## config.mk

```make
export PLATFORM = sky130hd
export DESIGN_NAME = mux_rr_scheduler_flat
export DESIGN_NICKNAME = d
export VERILOG_FILES = /design/src/rtl/mux_rr_scheduler_if.sv /design/src/rtl/mux_rr_scheduler.sv /design/src/flat_wrapper.sv
export SDC_FILE = /design/constraint.sdc
export NUM_CORES = 1
export LEC_CHECK = 0
export CAP_MARGIN = 20
export CORE_MARGIN = 10
export CORE_UTILIZATION = 35
export CTS_CLUSTER_DIAMETER = 200
export DETAILED_ROUTE_END_ITERATION = 8
export DONT_BUFFER_PORTS = 1
export GPL_ROUTABILITY_DRIVEN = 0
export PLACE_DENSITY_LB_ADDON = 0.2
export SYNTH_ARGS = -nofsm -noshare
export SYNTH_HDL_FRONTEND = slang
export SYNTH_SLANG_ARGS = --single-unit
```

## constraint.sdc

```tcl
create_clock -name clk -period 12.35 [get_ports clk]
set_input_delay 2.47 -clock clk [delete_from_list [all_inputs] [get_ports clk]]
set_output_delay 2.47 -clock clk [all_outputs]
set_load 0.005 [all_outputs]
```

## src/rtl/mux_rr_scheduler_if.sv

```systemverilog
// ---------------------------------------------------------------------------
// mux_rr_scheduler_if
//   Bundles the lane request side, the shared-mux control/return side and the
//   downstream valid/ready result side of the round-robin mux scheduler.
//
//   Signals
//     en          arbitration enable (gates new grants only)
//     req[15:0]   level-sensitive request per lane
//     mux_out     output of the shared 16:1 mux
//     sel[3:0]    mux select code
//     sel_valid   sel/grant currently drive the mux
//     grant[15:0] one-hot grant
//     data_out    captured mux output
//     data_idx    natural lane index of data_out
//     data_valid  data_out/data_idx valid
//     data_ready  downstream accept
//     busy        scheduler not idle
//
//   Modports
//     master : environment side (drives requests, mux return, ready)
//     slave  : scheduler side
// ---------------------------------------------------------------------------
interface mux_rr_scheduler_if;
   logic        en;
   logic [15:0] req;
   logic        mux_out;
   logic [3:0]  sel;
   logic        sel_valid;
   logic [15:0] grant;
   logic        data_out;
   logic [3:0]  data_idx;
   logic        data_valid;
   logic        data_ready;
   logic        busy;

   modport master (
      output en, req, mux_out, data_ready,
      input  sel, sel_valid, grant, data_out, data_idx, data_valid, busy
   );

   modport slave (
      input  en, req, mux_out, data_ready,
      output sel, sel_valid, grant, data_out, data_idx, data_valid, busy
   );
endinterface

```

## src/rtl/mux_rr_scheduler.sv

```systemverilog
// ---------------------------------------------------------------------------
// mux_rr_scheduler
//   Round-robin scheduler sharing one 16:1 mux (MuxX16) among 16 lanes.
//   A winner is granted and selected, the mux is given one settle cycle, then
//   its output is registered together with the lane index and offered to a
//   downstream consumer over valid/ready. Back-to-back grants reach one sample
//   every two cycles.
//
//   Ports
//     clk    : rising-edge clock
//     rst_n  : asynchronous active-low reset
//     bus    : mux_rr_scheduler_if.slave (see interface file for signals)
//
//   Configuration
//     SEL_BITREV_EN : when defined, sel is presented bit-reversed because the
//                     MuxX16 decode treats c[3] as its LSB. grant, data_idx and
//                     the round-robin pointer always use the natural index.
//
//   State   | meaning
//   --------+-------------------------------------------------------------
//   IDLE    | no transaction; waiting for en && |req
//   SELECT  | winner driven onto the mux; one settle cycle
//   OUTPUT  | sample registered and offered; mux kept selected until ready
// ---------------------------------------------------------------------------
module mux_rr_scheduler (
   input  logic                clk,
   input  logic                rst_n,
   mux_rr_scheduler_if.slave   bus
);

   localparam int N_REQ = 16;
   localparam int SEL_W = 4;

   typedef enum logic [1:0] {
      ST_IDLE   = 2'd0,
      ST_SELECT = 2'd1,
      ST_OUTPUT = 2'd2
   } state_t;

   state_t              r_state;
   state_t              w_state_nxt;

   logic [SEL_W-1:0]    r_rr_ptr;
   logic [SEL_W-1:0]    r_idx;
   logic [N_REQ-1:0]    r_grant;
   logic                r_sel_valid;
   logic                r_data_out;
   logic [SEL_W-1:0]    r_data_idx;
   logic                r_data_valid;

   logic [SEL_W-1:0]    w_rr_ptr_nxt;
   logic [SEL_W-1:0]    w_idx_nxt;
   logic [N_REQ-1:0]    w_grant_nxt;
   logic                w_sel_valid_nxt;
   logic                w_data_out_nxt;
   logic [SEL_W-1:0]    w_data_idx_nxt;
   logic                w_data_valid_nxt;

   logic                w_accept;
   logic [SEL_W-1:0]    w_arb_ptr;
   logic [SEL_W-1:0]    w_win_idx;
   logic                w_win_hit;
   logic [N_REQ-1:0]    w_win_onehot;
   logic                w_new_grant;

   // ------------------------------------------------------------------
   // Arbitration
   // ------------------------------------------------------------------
   assign w_accept = (r_state == ST_OUTPUT) && bus.data_ready;

   // On a back-to-back handoff the search must already start from the
   // pointer this handshake is about to write, not the stale one.
   assign w_arb_ptr = w_accept ? (r_idx + SEL_W'(1)) : r_rr_ptr;

   // Scan offsets from highest to lowest so the smallest offset from the
   // pointer (the first requester at or after it) is the final assignment.
   always_comb begin
      logic [SEL_W-1:0] v_cand;
      w_win_idx = '0;
      w_win_hit = 1'b0;
      v_cand    = '0;
      for (int i = N_REQ - 1; i >= 0; i--) begin
         v_cand = w_arb_ptr + SEL_W'(i);
         if (bus.req[v_cand]) begin
            w_win_idx = v_cand;
            w_win_hit = 1'b1;
         end
      end
   end

   assign w_win_onehot = N_REQ'(1) << w_win_idx;
   assign w_new_grant  = bus.en && w_win_hit &&
                         ((r_state == ST_IDLE) || w_accept);

   // ------------------------------------------------------------------
   // FSM: state register
   // ------------------------------------------------------------------
   always_ff @(posedge clk or negedge rst_n) begin
      if (!rst_n) begin
         r_state <= ST_IDLE;
      end else begin
         r_state <= w_state_nxt;
      end
   end

   // ------------------------------------------------------------------
   // FSM: next-state logic
   // ------------------------------------------------------------------
   always_comb begin
      w_state_nxt = r_state;
      case (r_state)
         ST_IDLE: begin
            if (w_new_grant) begin
               w_state_nxt = ST_SELECT;
            end
         end
         ST_SELECT: begin
            w_state_nxt = ST_OUTPUT;
         end
         ST_OUTPUT: begin
            if (w_accept) begin
               w_state_nxt = w_new_grant ? ST_SELECT : ST_IDLE;
            end
         end
         default: begin
            w_state_nxt = ST_IDLE;
         end
      endcase
   end

   // ------------------------------------------------------------------
   // FSM: output logic (next values of the registered outputs)
   // ------------------------------------------------------------------
   always_comb begin
      w_rr_ptr_nxt     = r_rr_ptr;
      w_idx_nxt        = r_idx;
      w_grant_nxt      = r_grant;
      w_sel_valid_nxt  = r_sel_valid;
      w_data_out_nxt   = r_data_out;
      w_data_idx_nxt   = r_data_idx;
      w_data_valid_nxt = r_data_valid;
      case (r_state)
         ST_IDLE: begin
            if (w_new_grant) begin
               w_idx_nxt       = w_win_idx;
               w_grant_nxt     = w_win_onehot;
               w_sel_valid_nxt = 1'b1;
            end
         end
         ST_SELECT: begin
            // End of the settle cycle: the mux output is now trustworthy.
            w_data_out_nxt   = bus.mux_out;
            w_data_idx_nxt   = r_idx;
            w_data_valid_nxt = 1'b1;
         end
         ST_OUTPUT: begin
            if (w_accept) begin
               w_rr_ptr_nxt     = r_idx + SEL_W'(1);
               w_data_valid_nxt = 1'b0;
               if (w_new_grant) begin
                  w_idx_nxt       = w_win_idx;
                  w_grant_nxt     = w_win_onehot;
                  w_sel_valid_nxt = 1'b1;
               end else begin
                  w_grant_nxt     = '0;
                  w_sel_valid_nxt = 1'b0;
               end
            end
         end
         default: begin
            w_grant_nxt      = '0;
            w_sel_valid_nxt  = 1'b0;
            w_data_valid_nxt = 1'b0;
         end
      endcase
   end

   // ------------------------------------------------------------------
   // Datapath registers
   // ------------------------------------------------------------------
   always_ff @(posedge clk or negedge rst_n) begin
      if (!rst_n) begin
         r_rr_ptr     <= '0;
         r_idx        <= '0;
         r_grant      <= '0;
         r_sel_valid  <= 1'b0;
         r_data_out   <= 1'b0;
         r_data_idx   <= '0;
         r_data_valid <= 1'b0;
      end else begin
         r_rr_ptr     <= w_rr_ptr_nxt;
         r_idx        <= w_idx_nxt;
         r_grant      <= w_grant_nxt;
         r_sel_valid  <= w_sel_valid_nxt;
         r_data_out   <= w_data_out_nxt;
         r_data_idx   <= w_data_idx_nxt;
         r_data_valid <= w_data_valid_nxt;
      end
   end

   // ------------------------------------------------------------------
   // Outputs
   // ------------------------------------------------------------------
`ifdef SEL_BITREV_EN
   assign bus.sel = {r_idx[0], r_idx[1], r_idx[2], r_idx[3]};
`else
   assign bus.sel = r_idx;
`endif

   assign bus.sel_valid  = r_sel_valid;
   assign bus.grant      = r_grant;
   assign bus.data_out   = r_data_out;
   assign bus.data_idx   = r_data_idx;
   assign bus.data_valid = r_data_valid;
   assign bus.busy       = (r_state != ST_IDLE);

endmodule
```

## src/flat_wrapper.sv

```systemverilog
// flat-port wrapper written by rule: the top's interface ports become plain ports
module mux_rr_scheduler_flat 
  (clk, rst_n, bus_en, bus_req, bus_mux_out, bus_data_ready, bus_sel, bus_sel_valid, bus_grant, bus_data_out, bus_data_idx, bus_data_valid, bus_busy);
  mux_rr_scheduler_if bus_i ();
  input  logic clk;
  input  logic rst_n;
  input wire logic [$bits(bus_i.en)-1:0] bus_en;
  input wire logic [$bits(bus_i.req)-1:0] bus_req;
  input wire logic [$bits(bus_i.mux_out)-1:0] bus_mux_out;
  input wire logic [$bits(bus_i.data_ready)-1:0] bus_data_ready;
  output wire logic [$bits(bus_i.sel)-1:0] bus_sel;
  output wire logic [$bits(bus_i.sel_valid)-1:0] bus_sel_valid;
  output wire logic [$bits(bus_i.grant)-1:0] bus_grant;
  output wire logic [$bits(bus_i.data_out)-1:0] bus_data_out;
  output wire logic [$bits(bus_i.data_idx)-1:0] bus_data_idx;
  output wire logic [$bits(bus_i.data_valid)-1:0] bus_data_valid;
  output wire logic [$bits(bus_i.busy)-1:0] bus_busy;
  assign bus_i.en = bus_en;
  assign bus_i.req = bus_req;
  assign bus_i.mux_out = bus_mux_out;
  assign bus_i.data_ready = bus_data_ready;
  assign bus_sel = bus_i.sel;
  assign bus_sel_valid = bus_i.sel_valid;
  assign bus_grant = bus_i.grant;
  assign bus_data_out = bus_i.data_out;
  assign bus_data_idx = bus_i.data_idx;
  assign bus_data_valid = bus_i.data_valid;
  assign bus_busy = bus_i.busy;
  mux_rr_scheduler u_core (.clk(clk), .rst_n(rst_n), .bus(bus_i));
endmodule
```

==> out/qor.txt <==
Post-synthesis adder-cell area fraction: 0.005525
# IOs: 49
Cts hold-fix bufs: 0
Drt total wl: 15,430 um
I/O Buffers: 0
CP max FO: 26
Cell area after synthesis: 0.004529 mm2
Filler Cells Inserted: 1,346
Synth async-reset ratio: 1.000
DRC errors left: 0
Final #Nets: 539
Max-slew headroom: 0.3313
Crit path cell chain: nand3b_4 > a21boi_4 > inv_4 > ha_1 > or3b_2 > a21oi_1 > a311oi_2 > nor2b_1 > mux2i_1 > nand2_1 > nor4_1 > a41oi_1 > buf_4 > nor2b_1 > a22o_1
Largest net degree at the start of global routing: 34
Synthesized instance count: 539
Synthesis-to-finish area growth: 4.365%
Vias in the first global route: 4,189
Final antenna-violating net count: 0
Initial antenna violation count: 0
Grt ovf: 0
Post-synthesis mux area share: 0.1967
Die Wd: 133.8 um
Die area: 0.01789 mm2
CTS Buffer Depth: 2
First-pass GRT wire length: 24,140 um
GRT Total Usage: 0.1657
Drt wl/cell: 22.40 um
Layout cells sized above 1: 0.1451
CTS resizes: 0
Clock Tree Root: clkbuf_16
Reg clk slew, reported paths: 0.05 ns
Skew final: 0.003705 ns
Crit path required time: 12.56 ns
Syn avg cell area: 8.403 um2
Actual slew at the worst max-slew pin: 1.001 ns
Min-Delay Path Class: flip-flop to flip-flop
Synth warn: 0
Fmax: 133.5 MHz
Startpoint Class: input port
Antenna diode count: 0
Tmin final: 7.489 ns
Die height: 133.8 um
CTS sink count: 33
#FFs+latches synth: 33
RSZ-0062 raised after global routing: no
Main flop type after synthesis: dfrtp_1
Synth Area in Simple Gates: 0.2116
FF+latch area: 825.8 um2
Core Rows: 41
Syn_nets: 562
Final Hold Fails: 0
Max-cap viol count: 0
CP Capture Type: flip-flop
Setup-failing EPs final: 0
Register area share after synthesis: 0.1823
Compound-cell area share of the yosys netlist: 0.3099
Synth Area in XOR/XNOR: 0.03232
WP data arrival: 7.69 ns
Post-CTS setup buffer count: 0
Worst Setup Path Type: input port to flip-flop
Number of vias per cell: 6.440
Num CTS Buffers: 5
Worst path max stage delay: 0.78 ns
Starting Density: 0.3575
Detailed Routing Iterations Pass 1: 5
Number of synthesized flops with an enable pin: 0
Largest family of logic cells by synthesized area: compound AO/OA/AOI/OAI gates
Dpl hpwl: 11,630 um
Status: complete, no violations
Core area: 0.01267 mm2
CTS tree: yes
Worst-skew pair later-pin latency: 0.27 ns
Distinct cell type count after synthesis: 92
Via Count: 4,437
CP dominant cell by count: nor2b_1
Slowest CP cell: a21boi_4
Area of the multi-input gates: 0.003425 mm2
Fin. max-slew vios: 0
H-tree Lvls: 2
DR iter-0 viols: 440
Final critical-path share of the clock period: 0.6064
TNS Setup: 0 ns
per-stage QoR:
stage,hold WS (ns),area (um2),setup slack (ns),utilization,instances
floorplan,0.4733,4529,6.027,-,539
global placement,0.5095,4591,4.813,0.3623,681
detailed placement,0.5052,4591,4.681,0.3623,681
CTS,0.5271,4727,4.963,0.3731,689
global route,0.5459,4727,4.396,0.3731,689
finish,0.5179,4727,4.861,0.3731,689
placed cells by master, fill, tap and decap left out, drive strengths merged, types with 4 or more instances in the layout:
cell / n
o211ai: 15
clkbuf: 8
a21boi: 4
mux4: 9
nand2: 54
o311ai: 4
buf: 6
nand2b: 8
inv: 19
a22o: 6
mux2: 17
o21ai: 41
a31oi: 5
xor2: 4
nor3b: 7
nor2: 32
nor3: 28
xnor2: 11
and2: 6
a211oi: 17
a2111oi: 8
nand3: 13
o211a: 7
dfrtp: 33
mux2i: 46
o21a: 6
a21oi: 28
nor2b: 7
cell type report:
cell class                      count  share of cell area
Multi-Input combinational cell    450              0.7245
Sequential cell                    33              0.1747
Tap cell                          172             0.04553
Clock buffer                        8             0.02885
Inverter                           20             0.01694
Timing Repair Buffer                6            0.009529
worst paths after layout:
kind | endpoint | slack, ns | from | depth (start not counted)
max | u_core.bus.grant[6]$_DFFE_PN0P_ | 4.86 | bus_data_ready | 15
min | u_core.bus.data_valid$_DFFE_PN0P_ | 0.52 | u_core.bus.data_valid$_DFFE_PN0P_ | 1
max reg2reg | u_core.bus.grant[6]$_DFFE_PN0P_ | 6.07 | u_core.bus.sel[1]$_DFFE_PN0P_ | 16
min reg2reg | u_core.bus.data_valid$_DFFE_PN0P_ | 0.52 | u_core.bus.data_valid$_DFFE_PN0P_ | 1
max in group asynchronous | u_core.r_rr_ptr[2]$_DFFE_PN0N_ | 10.38 | rst_n | 0
min in group asynchronous | u_core.bus.sel_valid$_DFFE_PN0P_ | 1.89 | rst_n | 0
sequential cells by signal (all words and copies together), names as in the netlist:
signal	cells
u_core.bus.sel_valid	1
u_core.bus.data_valid	1
u_core.bus.sel	4
u_core.bus.data_idx	4
u_core.r_rr_ptr	4
u_core.bus.grant	16
u_core.r_state	2
u_core.bus.data_out	1
cells in the mapped netlist, drive strengths merged (13+ instances only):
| master | count | area [um2] |
|---|---|---|
| nand2 | 54 | 202.7 |
| mux2i | 46 | 493.0 |
| o21ai | 41 | 209.0 |
| dfrtp | 33 | 825.8 |
| nor2 | 32 | 120.1 |
| buf | 29 | 171.4 |
| a21oi | 28 | 158.9 |
| nor3 | 28 | 145.1 |
| inv | 19 | 76.32 |
| a211oi | 17 | 152.7 |
| mux2 | 17 | 195.2 |
| o211ai | 15 | 112.6 |
| nand3 | 13 | 70.07 |
cell families after synthesis:
logic type,after synthesis
simple gates,182
flops,33
fa+ha+maj,2
compound gates,179
buf+inv,56
xor+xnor,15
mux,72
layer usage:
layer  vias up  global-route usage  routed length [um]
li1       2026                   -                   -
met1      2119              0.2253                6680
met2       252              0.2439                6507
met3        40             0.04361                1720
met4         0             0.06288                 526
met5         -                   0                   0
critical path: cells and delay by family:
kind / cells / cell delay [ns]
mux: 1 / 0.25
fa+ha+maj: 1 / 0.60
compound gates: 5 / 1.48
simple gates: 6 / 2.36
buf+inv: 2 / 0.48
Power is not shown: default switching activity piles up to over one toggle a cycle in this logic, so the estimate is an artifact.
